==> src/rtl/alu_pkg.sv <==
// Shared op-code and flag definitions for the TessiaX signed ALU.
package alu_pkg;

   typedef enum logic [3:0] {
      ALU_ADD = 4'b0000,
      ALU_SUB = 4'b0001,
      ALU_AND = 4'b0010,
      ALU_OR  = 4'b0011,
      ALU_XOR = 4'b0100,
      ALU_SLL = 4'b0101,
      ALU_SRL = 4'b0110,
      ALU_SRA = 4'b0111,
      ALU_DIV = 4'b1000,
      ALU_MOD = 4'b1001,
      ALU_MUL = 4'b1010
   } alu_op_e;

   localparam int FLAG_N = 3;
   localparam int FLAG_Z = 2;
   localparam int FLAG_C = 1;
   localparam int FLAG_V = 0;

endpackage

==> src/rtl/alu_if.sv <==
// Operand/result bundle between the issuing stage and the ALU.
interface alu_if #(parameter int N = 6);
   // valid-only flow: valid_in qualifies a/b/ctrl for one edge; there is no
   // back-pressure. valid_out pulses for one cycle when result/flags update.
   logic         valid_in;
   logic [N-1:0] a;
   logic [N-1:0] b;
   logic [3:0]   ctrl;
   logic [N-1:0] result;
   logic [3:0]   flags;
   logic         valid_out;

   modport master (output valid_in, a, b, ctrl, input result, flags, valid_out);
   modport slave  (input valid_in, a, b, ctrl, output result, flags, valid_out);
endinterface

==> src/rtl/alu_divider.sv <==
// Combinational signed divide/remainder, truncating toward zero.
module alu_divider #(
   parameter int N = 6
) (
   input  logic [N-1:0] a,
   input  logic [N-1:0] b,
   output logic [N-1:0] quot,
   output logic [N-1:0] rem,
   output logic         div_zero,
   output logic         quot_ovf
);

   logic [N:0] a_ext, b_ext, abs_a, abs_b, divisor, q_mag, q_ext;

   assign div_zero = (b == '0);

   // One extra bit so the magnitude of the most negative value is representable.
   assign a_ext   = {a[N-1], a};
   assign b_ext   = {b[N-1], b};
   assign abs_a   = a[N-1] ? -a_ext : a_ext;
   assign abs_b   = b[N-1] ? -b_ext : b_ext;
   assign divisor = div_zero ? {{N{1'b0}}, 1'b1} : abs_b;
   assign q_mag   = abs_a / divisor;
   assign q_ext   = (a[N-1] ^ b[N-1]) ? -q_mag : q_mag;

   // Only min / -1 produces a quotient that does not fit in N signed bits.
   assign quot_ovf = !div_zero && (q_ext[N] != q_ext[N-1]);
   assign quot     = div_zero ? '0 : q_ext[N-1:0];
   assign rem      = div_zero ? '0 : (a - quot * b);

endmodule

==> src/rtl/alu.sv <==
// Signed N-bit ALU: combinational compute core with one registered output stage.
module alu
   import alu_pkg::*;
#(
   parameter int N = 6
) (
   input  logic clk,
   input  logic rst_n,
   alu_if.slave bus
);

   localparam int SHW = $clog2(N);

   logic [N-1:0]   a, b;
   logic [3:0]     ctrl;
   logic [SHW-1:0] sh;
   logic [N:0]     sum_ext, sll_ext;
   logic [N-1:0]   diff;
   logic [N-1:0]   quot, rem;
   logic           div_zero, quot_ovf;

   logic [N-1:0]   r_next;
   logic           c_next, v_next;
   logic [3:0]     f_next;

   logic [N-1:0]   result_q;
   logic [3:0]     flags_q;
   logic           valid_q;

   assign a    = bus.a;
   assign b    = bus.b;
   assign ctrl = bus.ctrl;
   assign sh   = b[SHW-1:0];

   assign sum_ext = {1'b0, a} + {1'b0, b};
   assign diff    = a - b;
   // Bit N of the widened shift holds the last bit pushed out of the top.
   assign sll_ext = {1'b0, a} << sh;

   alu_divider #(.N(N)) u_div (
      .a        (a),
      .b        (b),
      .quot     (quot),
      .rem      (rem),
      .div_zero (div_zero),
      .quot_ovf (quot_ovf)
   );

   always_comb begin
      r_next = '0;
      c_next = 1'b0;
      v_next = 1'b0;
      case (ctrl)
         ALU_ADD: begin
            r_next = sum_ext[N-1:0];
            c_next = sum_ext[N];
            v_next = (a[N-1] == b[N-1]) && (sum_ext[N-1] != a[N-1]);
         end
         ALU_SUB: begin
            r_next = diff;
            v_next = (a[N-1] != b[N-1]) && (diff[N-1] != a[N-1]);
         end
         ALU_AND: r_next = a & b;
         ALU_OR:  r_next = a | b;
         ALU_XOR: r_next = a ^ b;
         ALU_SLL: begin
            r_next = sll_ext[N-1:0];
            c_next = sll_ext[N];
         end
         ALU_SRL: r_next = a >> sh;
         ALU_SRA: r_next = $unsigned($signed(a) >>> sh);
         ALU_DIV: begin
            r_next = quot;
            v_next = div_zero | quot_ovf;
         end
         ALU_MOD: begin
            r_next = rem;
            v_next = div_zero;
         end
         ALU_MUL: r_next = a * b;
         default: r_next = '0;
      endcase
   end

   always_comb begin
      f_next         = 4'b0000;
      f_next[FLAG_N] = r_next[N-1];
      f_next[FLAG_Z] = (r_next == '0);
      f_next[FLAG_C] = c_next;
      f_next[FLAG_V] = v_next;
   end

   always_ff @(posedge clk or negedge rst_n) begin
      if (!rst_n) begin
         result_q <= '0;
         flags_q  <= 4'b0000;
         valid_q  <= 1'b0;
      end else begin
         valid_q <= bus.valid_in;
         if (bus.valid_in) begin
            result_q <= r_next;
            flags_q  <= f_next;
         end
      end
   end

   assign bus.result    = result_q;
   assign bus.flags     = flags_q;
   assign bus.valid_out = valid_q;

endmodule

==> src/flat_wrapper.sv <==
// flat-port wrapper written by rule: the top's interface ports become plain ports
module alu_flat import alu_pkg::*;
#(
   parameter int N = 6
)
  (clk, rst_n, bus_valid_in, bus_a, bus_b, bus_ctrl, bus_result, bus_flags, bus_valid_out);
  alu_if #(.N(N)) bus_i ();
  input  logic clk;
  input  logic rst_n;
  input wire logic [$bits(bus_i.valid_in)-1:0] bus_valid_in;
  input wire logic [$bits(bus_i.a)-1:0] bus_a;
  input wire logic [$bits(bus_i.b)-1:0] bus_b;
  input wire logic [$bits(bus_i.ctrl)-1:0] bus_ctrl;
  output wire logic [$bits(bus_i.result)-1:0] bus_result;
  output wire logic [$bits(bus_i.flags)-1:0] bus_flags;
  output wire logic [$bits(bus_i.valid_out)-1:0] bus_valid_out;
  assign bus_i.valid_in = bus_valid_in;
  assign bus_i.a = bus_a;
  assign bus_i.b = bus_b;
  assign bus_i.ctrl = bus_ctrl;
  assign bus_result = bus_i.result;
  assign bus_flags = bus_i.flags;
  assign bus_valid_out = bus_i.valid_out;
  alu #(.N(N)) u_core (.clk(clk), .rst_n(rst_n), .bus(bus_i));
endmodule
==> config.mk <==
export PLATFORM = sky130hd
export DESIGN_NAME = alu_flat
export DESIGN_NICKNAME = d
export VERILOG_FILES = /design/src/rtl/alu_pkg.sv /design/src/rtl/alu_if.sv /design/src/rtl/alu_divider.sv /design/src/rtl/alu.sv /design/src/flat_wrapper.sv
export SDC_FILE = /design/constraint.sdc
export NUM_CORES = 1
export LEC_CHECK = 0
export CAP_MARGIN = 20
export CORE_MARGIN = 4
export CORE_UTILIZATION = 30
export CTS_BUF_LIST = sky130_fd_sc_hd__clkbuf_4 sky130_fd_sc_hd__clkbuf_8
export DETAILED_ROUTE_END_ITERATION = 8
export HOLD_SLACK_MARGIN = 0.03
export PLACE_DENSITY_LB_ADDON = 0.3
export SLEW_MARGIN = 20
export SYNTH_ARGS = -nofsm -noshare
export SYNTH_HDL_FRONTEND = slang
export SYNTH_SLANG_ARGS = --single-unit
==> constraint.sdc <==
create_clock -name clk -period 2.1 [get_ports clk]
set_clock_uncertainty 0.2 [all_clocks]
set_input_delay 0.42 -clock clk [delete_from_list [all_inputs] [get_ports clk]]
set_output_delay 0.42 -clock clk [all_outputs]
set_load 0.01 [all_outputs]
==> results of run 1 <==
## worst max-delay path, delay by kind of cell
kind / cells / cell delay, ns
adders and majority gates: 13 / 3.86
AOI/OAI and AO/OA: 17 / 3.20
and+or+nand+nor: 12 / 1.56
xor gates and xnor gates: 6 / 1.15
muxes: 3 / 0.86
buffers and inverters: 8 / 0.64
## layout make-up
cell class,count,area [µm²]
clock buffer,3,41.3
fill,1371,7060
inverter,35,154
multi-input combinational,510,4620
sequential,10,250
tap,184,230
timing repair buffer,264,2180
## cell usage in the layout, fill, tap and decap left out, drive strengths merged, types with 4 or more instances in the layout
master,Yosys,layout
buf,15,238
nor2,72,72
ha,68,68
nand2,53,53
xnor2,41,41
a21oi,33,33
inv,31,31
o21ai,30,30
clkdlybuf4s50,0,17
mux2i,15,15
nor3,15,15
xor2,13,13
fa,13,13
nand3,13,13
nor2b,12,12
dfrtp,10,10
o211ai,9,9
a21o,8,8
nand4,8,8
nand2b,7,7
and3,6,6
mux2,6,6
o21a,5,5
a211oi,5,5
o2111ai,5,5
a31oi,5,5
o21bai,4,4
dlygate4sd2,0,4
clkbuf,17,4
clkinv,4,4
o22ai,4,4
o31ai,4,4
## kinds of logic (layout without fill, tap and decap cells)
group,Yosys count,in the layout
simple gates,206,206
compound gates,140,140
fa+ha+maj,81,81
buf+inv,67,302
xor+xnor,57,57
mux,24,24
flops,10,10
other cells,2,2
## per-layer routing
metal / vias to the layer above / GRT usage, % / wire (µm)
met5: - / 0 / 0
met4: 0 / 7.76 / 669
met3: 48 / 2.68 / 910
met2: 158 / 37.9 / 9180
met1: 2585 / 26.9 / 7430
li1: 2565 / - / -
## flip-flops by register name, summed over array words and instances, names as in the netlist
signal and flops:
u_core.bus.valid_out 1, u_core.bus.flags 4, u_core.bus.result 5
## what timing repair did
item,4_1_cts,5_1_grt
setup buffers,30,22
gates cloned,1,0
setup endpoints to repair,9,9
pin swaps,61,39
gates resized for setup,97,58
## power by group
group	switching [mW]	internal, mW
Clock	0.0694	0.125
Combinational	5.57	6.62
Sequential	0.0313	0.244
Total	5.67	6.99
## path summary, 6_finish.rpt
path                                      from                   end  slack (ns)  cells after the start
max                                   bus_b[0]   u_core.bus.flags[2]       -9.73                     59
min                        u_core.bus.flags[0]   u_core.bus.flags[0]        0.29                      2
max reg2reg                u_core.bus.flags[3]   u_core.bus.flags[3]        1.13                      2
min reg2reg                u_core.bus.flags[0]   u_core.bus.flags[0]        0.29                      2
max in group asynchronous                rst_n  u_core.bus.result[1]        1.09                      1
min in group asynchronous                rst_n   u_core.bus.flags[1]        0.30                      1
==> metrics.md, run 1 <==
| Metric | Value |
|---|---|
| Critical path fanouts, max | `8` |
| Die Span X | `130 µm` |
| Leakage power total | `3.41 nW` |
| Core Region | `14500 µm²` |
| Cell Area, Synth | `4440 µm²` |
| Cell accounting for the most synthesized area | `ha_1` |
| Most used cell, CP | `ha_4` |
| Worst Hold Class | `reg -> reg` |
| Synth Register Bits | `10` |
| Synth Area in Compound Gates | `22.3%` |
| Critical-path top delay cell | `fa_1` |
| Crit start category | `input pin` |
| Clock root buffer | `clkbuf_8` |
| Fmax | `0.0846 GHz` |
| Final #Nets | `924` |
| First-pass DRT Iterations | `7` |
| Synthesized instance count | `587` |
| Max-slew violation count | `0` |
| Crit path time final | `11.83 ns` |
| Final std cells w/o fill | `1006` |
| Die footprint | `16800 µm²` |
| Ant. Diodes | `0` |
| Vias in the first global route | `5575` |
| Primary FF master, synth | `dfrtp_1` |
| Slew margin rel. | `61.2%` |
| Fin area | `7470 µm²` |
| Drt total wl | `18.2 mm` |
| Remaining antenna violation count | `0` |
| Count of cell types in the netlist | `77` |
| Sequential element share of the synthesized area | `5.64%` |
| Synth Area in Simple Gates | `21.8%` |
| Placed cell area | `6450 µm²` |
| Final worst slack | `-9.73 ns` |
| PD cells | `1690 nW/µm²` |
| Clk sinks | `10` |
| Share of layout cells above drive strength 1 | `43.6%` |
| Port Buf Inserts | `29` |
| DP Cell Count | `957` |
| Worst vdd rail ir drop | `1.38 mV` |
| TritonCTS clock tree | `yes` |
| Largest family of logic cells by synthesized area | `adder cells` |
| Tcrit/Tclk final | `563%` |
| Status | `complete, but fails checks` |
| Final setup viols | `9` |
| Hold_ws | `0.286 ns` |
| Final HPWL DP | `13.8 mm` |
| Element type at the critical path end | `register` |
| Wire length of the first global-routing pass | `28.7 mm` |
| Syn_nets | `687` |
| Core Util, Final | `51.4%` |
| Critical path type | `in -> reg` |
| Synth Area per Inst | `7.56 µm²` |
| Post-Synth XOR/XNOR Area | `12.3%` |
| Most common cell in the netlist | `nor2_1` |
| Io pins | `30` |
| Ys async rst share | `100%` |
| Ys Warns | `0` |
| Cts hold-fix bufs | `0` |
| Number of synthesized flops with an enable pin | `0` |
| Die Y-Extent | `130 µm` |
| Synth area leaders | `ha_1 (19%), xnor2_1 (7.9%), nor2_1 (6.1%)` |
| Initial antenna violation count | `0` |
| Num rows | `44` |
| Synth top cells by count | `nor2_1 (72), ha_1 (68), nand2_1 (53)` |
| CTS buffer count | `3` |
| Worst-skew pair later-pin latency | `0.23 ns` |
| Mux contribution to synthesized area | `6.42%` |
| Average wire per standard cell | `18.1 µm` |
| Initial core utilization | `30.6%` |
| Clock transition at path regs | `0.05 ns` |
| Final Power | `12.7 mW` |
| Max-Cap Viols | `0` |
| Pin count of the biggest net entering global routing | `24` |
| DR vias/cell | `5.32` |
| Routability congestion estimate from global placement | `1.00` |
| DRC Markers | `0` |
| H-tree depth reported by CTS | `1` |
| WP data arrival | `11.74 ns` |
| Gr ovfl total | `0` |
| GRT Total Usage | `21.5%` |
| Vias | `5356` |
| CP peak stage delay | `0.53 ns` |
| Post-Synth Adder-Cell Area | `25.0%` |
| Layout area overhead | `68.3%` |
| RSZ-0062 raised after global routing | `true` |
| Pre-CTS WS | `-10.76 ns` |
| Iter 0 DRT Violations | `353` |
| CP required | `2.01 ns` |
| Slew at the pin closest to its max-slew limit | `0.567 ns` |
| Yosys top cell area share | `19.2%` |
| Final hold violations | `0` |
| Violated checks | `setup timing` |
| Longest Clk Path Bufs | `2` |
| Final setup TNS | `-70.06 ns` |
(Power assumes the default switching activity.)
==> run 2: changes to the inputs <==
ABC_AREA = 1   (was not set)
==> run 2 against run 1 <==
Net effect: the run still ends with setup timing left; cell area is 0.47% lower; critical path type unchanged; first-iteration DRC count is 2.8% higher; final cell count is 14% higher; wire length is 6.4% lower.
==> metrics.md, run 2 <==
| Metric | Value |
|---|---|
| Status | `complete, but fails checks (unchanged)` |
| Violated checks | `setup timing (unchanged)` |
| Commonest non-fill, non-tap cells in the layout | `buf_4 (231), nand2_1 (138), inv_1 (86) (was buf_4 (216), nor2_1 (57), ha_1 (47))` |
| Clock root buffer | `clkbuf_8 (unchanged)` |
| Final setup viols | `9 (unchanged)` |
| Wire length of the first global-routing pass | `26.9 mm (was 28.7 mm)` |
| Synth Register Bits | `10 (unchanged)` |
| Reg2Reg Depth | `2 (unchanged)` |
| Max-Cap Viols | `0 (unchanged)` |
| Worst Hold Class | `reg -> reg (unchanged)` |
| RSZ-0062 raised after global routing | `true (unchanged)` |
| Critical-path top delay cell | `fa_1 (unchanged)` |
| Critical path type | `in -> reg (unchanged)` |
| Yosys top cell area share | `19.2% (about the same)` |
| Most common cell in the netlist | `nand2_1 (was nor2_1)` |
| Port Buf Inserts | `29 (unchanged)` |
| Sequential element share of the synthesized area | `5.66% (was 5.64%)` |
| Leakage power total | `3.79 nW (was 3.41 nW)` |
| Critical path fanouts, max | `5 (was 8)` |
| Number of synthesized flops with an enable pin | `0 (unchanged)` |
| CP required | `2.03 ns (was 2.01 ns)` |
| Tcrit/Tclk final | `501% (was 563%)` |
| Ys Warns | `0 (unchanged)` |
| Average wire per standard cell | `14.9 µm (was 18.1 µm)` |
| Routability congestion estimate from global placement | `0.954 (was 1.00)` |
| Max FFs per register | `5 (unchanged)` |
| Synth Area per Inst | `6.23 µm² (was 7.56 µm²)` |
| Ant. Diodes | `0 (unchanged)` |
| Layout area overhead | `68.2% (was 68.3%)` |
| Worst vdd rail ir drop | `2.09 mV (was 1.38 mV)` |
| CP peak stage delay | `0.59 ns (was 0.53 ns)` |
| Final HPWL DP | `13.4 mm (was 13.8 mm)` |
| Pre-CTS WS | `-9.33 ns (was -10.76 ns)` |
| Die Span X | `129 µm (was 130 µm)` |
| TritonCTS clock tree | `yes (unchanged)` |
| Worst hold stages | `2 (unchanged)` |
| DRC Markers | `0 (unchanged)` |
| Syn_nets | `810 (was 687)` |
| Synthesized instance count | `710 (was 587)` |
| Clk sinks | `10 (unchanged)` |
| Vias in the first global route | `5408 (was 5575)` |
| GRT Total Usage | `20.1% (was 21.5%)` |
| Final setup TNS | `-59.72 ns (was -70.06 ns)` |
| Synth top cells by count | `nand2_1 (164), inv_1 (102), nor2_1 (74) (was nor2_1 (72), ha_1 (68), nand2_1 (53))` |
| Ys async rst share | `100% (unchanged)` |
| Drt total wl | `17.0 mm (was 18.2 mm)` |
| First-pass DRT Iterations | `5 (was 7)` |
| Startpoint of the worst hold path | `u_core.bus.flags[0] (unchanged)` |
| Final hold violations | `0 (unchanged)` |
| Fmax | `0.0950 GHz (was 0.0846 GHz)` |
| Crit start category | `input pin (unchanged)` |
| Max-slew violation count | `0 (unchanged)` |
| Num rows | `44 (unchanged)` |
| Hold endpoint | `u_core.bus.flags[0] (unchanged)` |
| Final worst slack | `-8.42 ns (was -9.73 ns)` |
| Reg2reg end | `u_core.bus.flags[1] (was u_core.bus.flags[3])` |
| Final Power | `12.2 mW (was 12.7 mW)` |
| Share of layout cells above drive strength 1 | `43.6% (about the same)` |
| Commonest non-fill, non-tap cell in the layout | `buf_4 (unchanged)` |
| Crit path time final | `10.52 ns (was 11.83 ns)` |
| Vias | `5529 (was 5356)` |
| Die Y-Extent | `129 µm (was 130 µm)` |
| Io pins | `30 (unchanged)` |
| PD cells | `1640 nW/µm² (was 1690 nW/µm²)` |
| Cts hold-fix bufs | `0 (unchanged)` |
| Die footprint | `16700 µm² (was 16800 µm²)` |
| Clock transition at path regs | `0.05 ns (about the same)` |
| Pin count of the biggest net entering global routing | `22 (was 24)` |
| Gr ovfl total | `0 (unchanged)` |
| Remaining antenna violation count | `0 (unchanged)` |
| Reg2Reg Setup Slack | `1.21 ns (was 1.13 ns)` |
| Iter 0 DRT Violations | `363 (was 353)` |
| Longest Clk Path Bufs | `2 (unchanged)` |
| Count of cell types in the netlist | `53 (was 77)` |
| Synth area leaders | `ha_1 (19%), nand2_1 (14%), inv_1 (8.7%) (was ha_1 (19%), xnor2_1 (7.9%), nor2_1 (6.1%))` |
| Initial antenna violation count | `0 (unchanged)` |
| Core Region | `14500 µm² (about the same)` |
| Core Util, Final | `51.4% (about the same)` |
| Primary FF master, synth | `dfrtp_1 (unchanged)` |
| H-tree depth reported by CTS | `1 (unchanged)` |
| Initial core utilization | `30.5% (was 30.6%)` |
| Worst-skew pair later-pin latency | `0.24 ns (was 0.23 ns)` |
| CTS buffer count | `3 (unchanged)` |
| DR vias/cell | `4.83 (was 5.32)` |
| Cell Area, Synth | `4420 µm² (was 4440 µm²)` |
| Final #Nets | `1062 (was 924)` |
| WP data arrival | `10.46 ns (was 11.74 ns)` |
| Cell accounting for the most synthesized area | `ha_1 (unchanged)` |
| Element type at the critical path end | `register (unchanged)` |
| R2R Path Start | `u_core.bus.flags[1] (was u_core.bus.flags[3])` |
run 2: cell types whose count changed in the layout (fill, tap and decap cells not counted), moves of 13 or more:
cell,previous run,this run
nand2_1,46,138
inv_1,24,86
nand2_2,5,30
buf_4,216,231
nand3_2,0,13
nand3_1,10,30
xnor2_1,34,15
mux2i_1,14,0
run 2: cell type report:
class	count	area, µm²
multi-input combinational	574	4420
sequential	10	250
clock buffer	4	55.1
inverter	109	434
tap	184	230
timing repair buffer	263	2040
timing repair inverter	1	7.51
fill	1394	7040
run 2: metal layers:
layer	wire, µm	track usage [%]	vias to the layer above
met5	0	0	-
met4	452	3.95	0
met3	665	1.15	35
met2	8470	36.0	139
met1	7440	26.7	2517
li1	-	-	2838
run 2: cells by family (layout without fill, tap and decap cells):
| logic type | after synthesis | in the layout | share of synthesized area, % |
|---|---|---|---|
| adders and majority gates | 81 | 81 | 25.1 |
| other | 2 | 2 | 0.170 |
| buffers and inverters | 128 | 377 | 11.8 |
| xor gates and xnor gates | 35 | 35 | 6.93 |
| AOI/OAI and AO/OA | 115 | 115 | 15.4 |
| DFF | 10 | 10 | 5.66 |
| and+or+nand+nor | 339 | 341 | 34.9 |
run 2: repair_timing:
item | in CTS | in global routing
pin swaps | 39 | 82
resized for setup | 98 | 83
setup endpoints to repair | 9 | 9
hold endpoints to repair | 0 | 0
gates cloned | 3 | 0
setup buffers | 32 | 16
run 2: stage by stage:
stage | cell area [µm²] | instances | hold slack [ns]
6_report | 7440 | 1145 | 0.268
5_1_grt | 7440 | 1145 | 0.306
4_1_cts | 7130 | 1133 | 0.282
3_5_place_dp | 6520 | 1094 | 0.268
3_3_place_gp | 6520 | 1094 | 0.267
2_1_floorplan | 4730 | 710 | -0.0756
run 2: power by group:
group	internal [mW]	switching, mW	leakage, nW
Clock	0.165	0.0780	0.0288
Sequential	0.252	0.0321	0.127
Combinational	5.67	6.02	3.64
Total	6.09	6.13	3.79
run 2: worst max path at each step:
| stage | startpoint | endpoint | slack [ns] | cells after the start |
|---|---|---|---|---|
| 3_3_place_gp | bus_b[1] | u_core.bus.flags[3] | -9.22 | 74 |
| 6_report | bus_a[2] | u_core.bus.flags[3] | -8.42 | 75 |
| 2_1_floorplan | bus_b[1] | u_core.bus.flags[3] | -8.52 | 81 |
| 3_5_place_dp | bus_b[1] | u_core.bus.flags[3] | -9.33 | 76 |
| 5_1_grt | bus_a[1] | u_core.bus.flags[3] | -9.19 | 78 |
| 4_1_cts | bus_a[0] | u_core.bus.flags[3] | -8.26 | 76 |
run 2: critical path, delay by kind of cell:
kind,cells,cell delay (ns)
AND/OR/NAND/NOR,41,3.90
adder cells (fa/ha/maj),12,3.85
buffers and inverters,13,0.98
AO/OA/AOI/OAI,7,0.92
XOR/XNOR,2,0.37
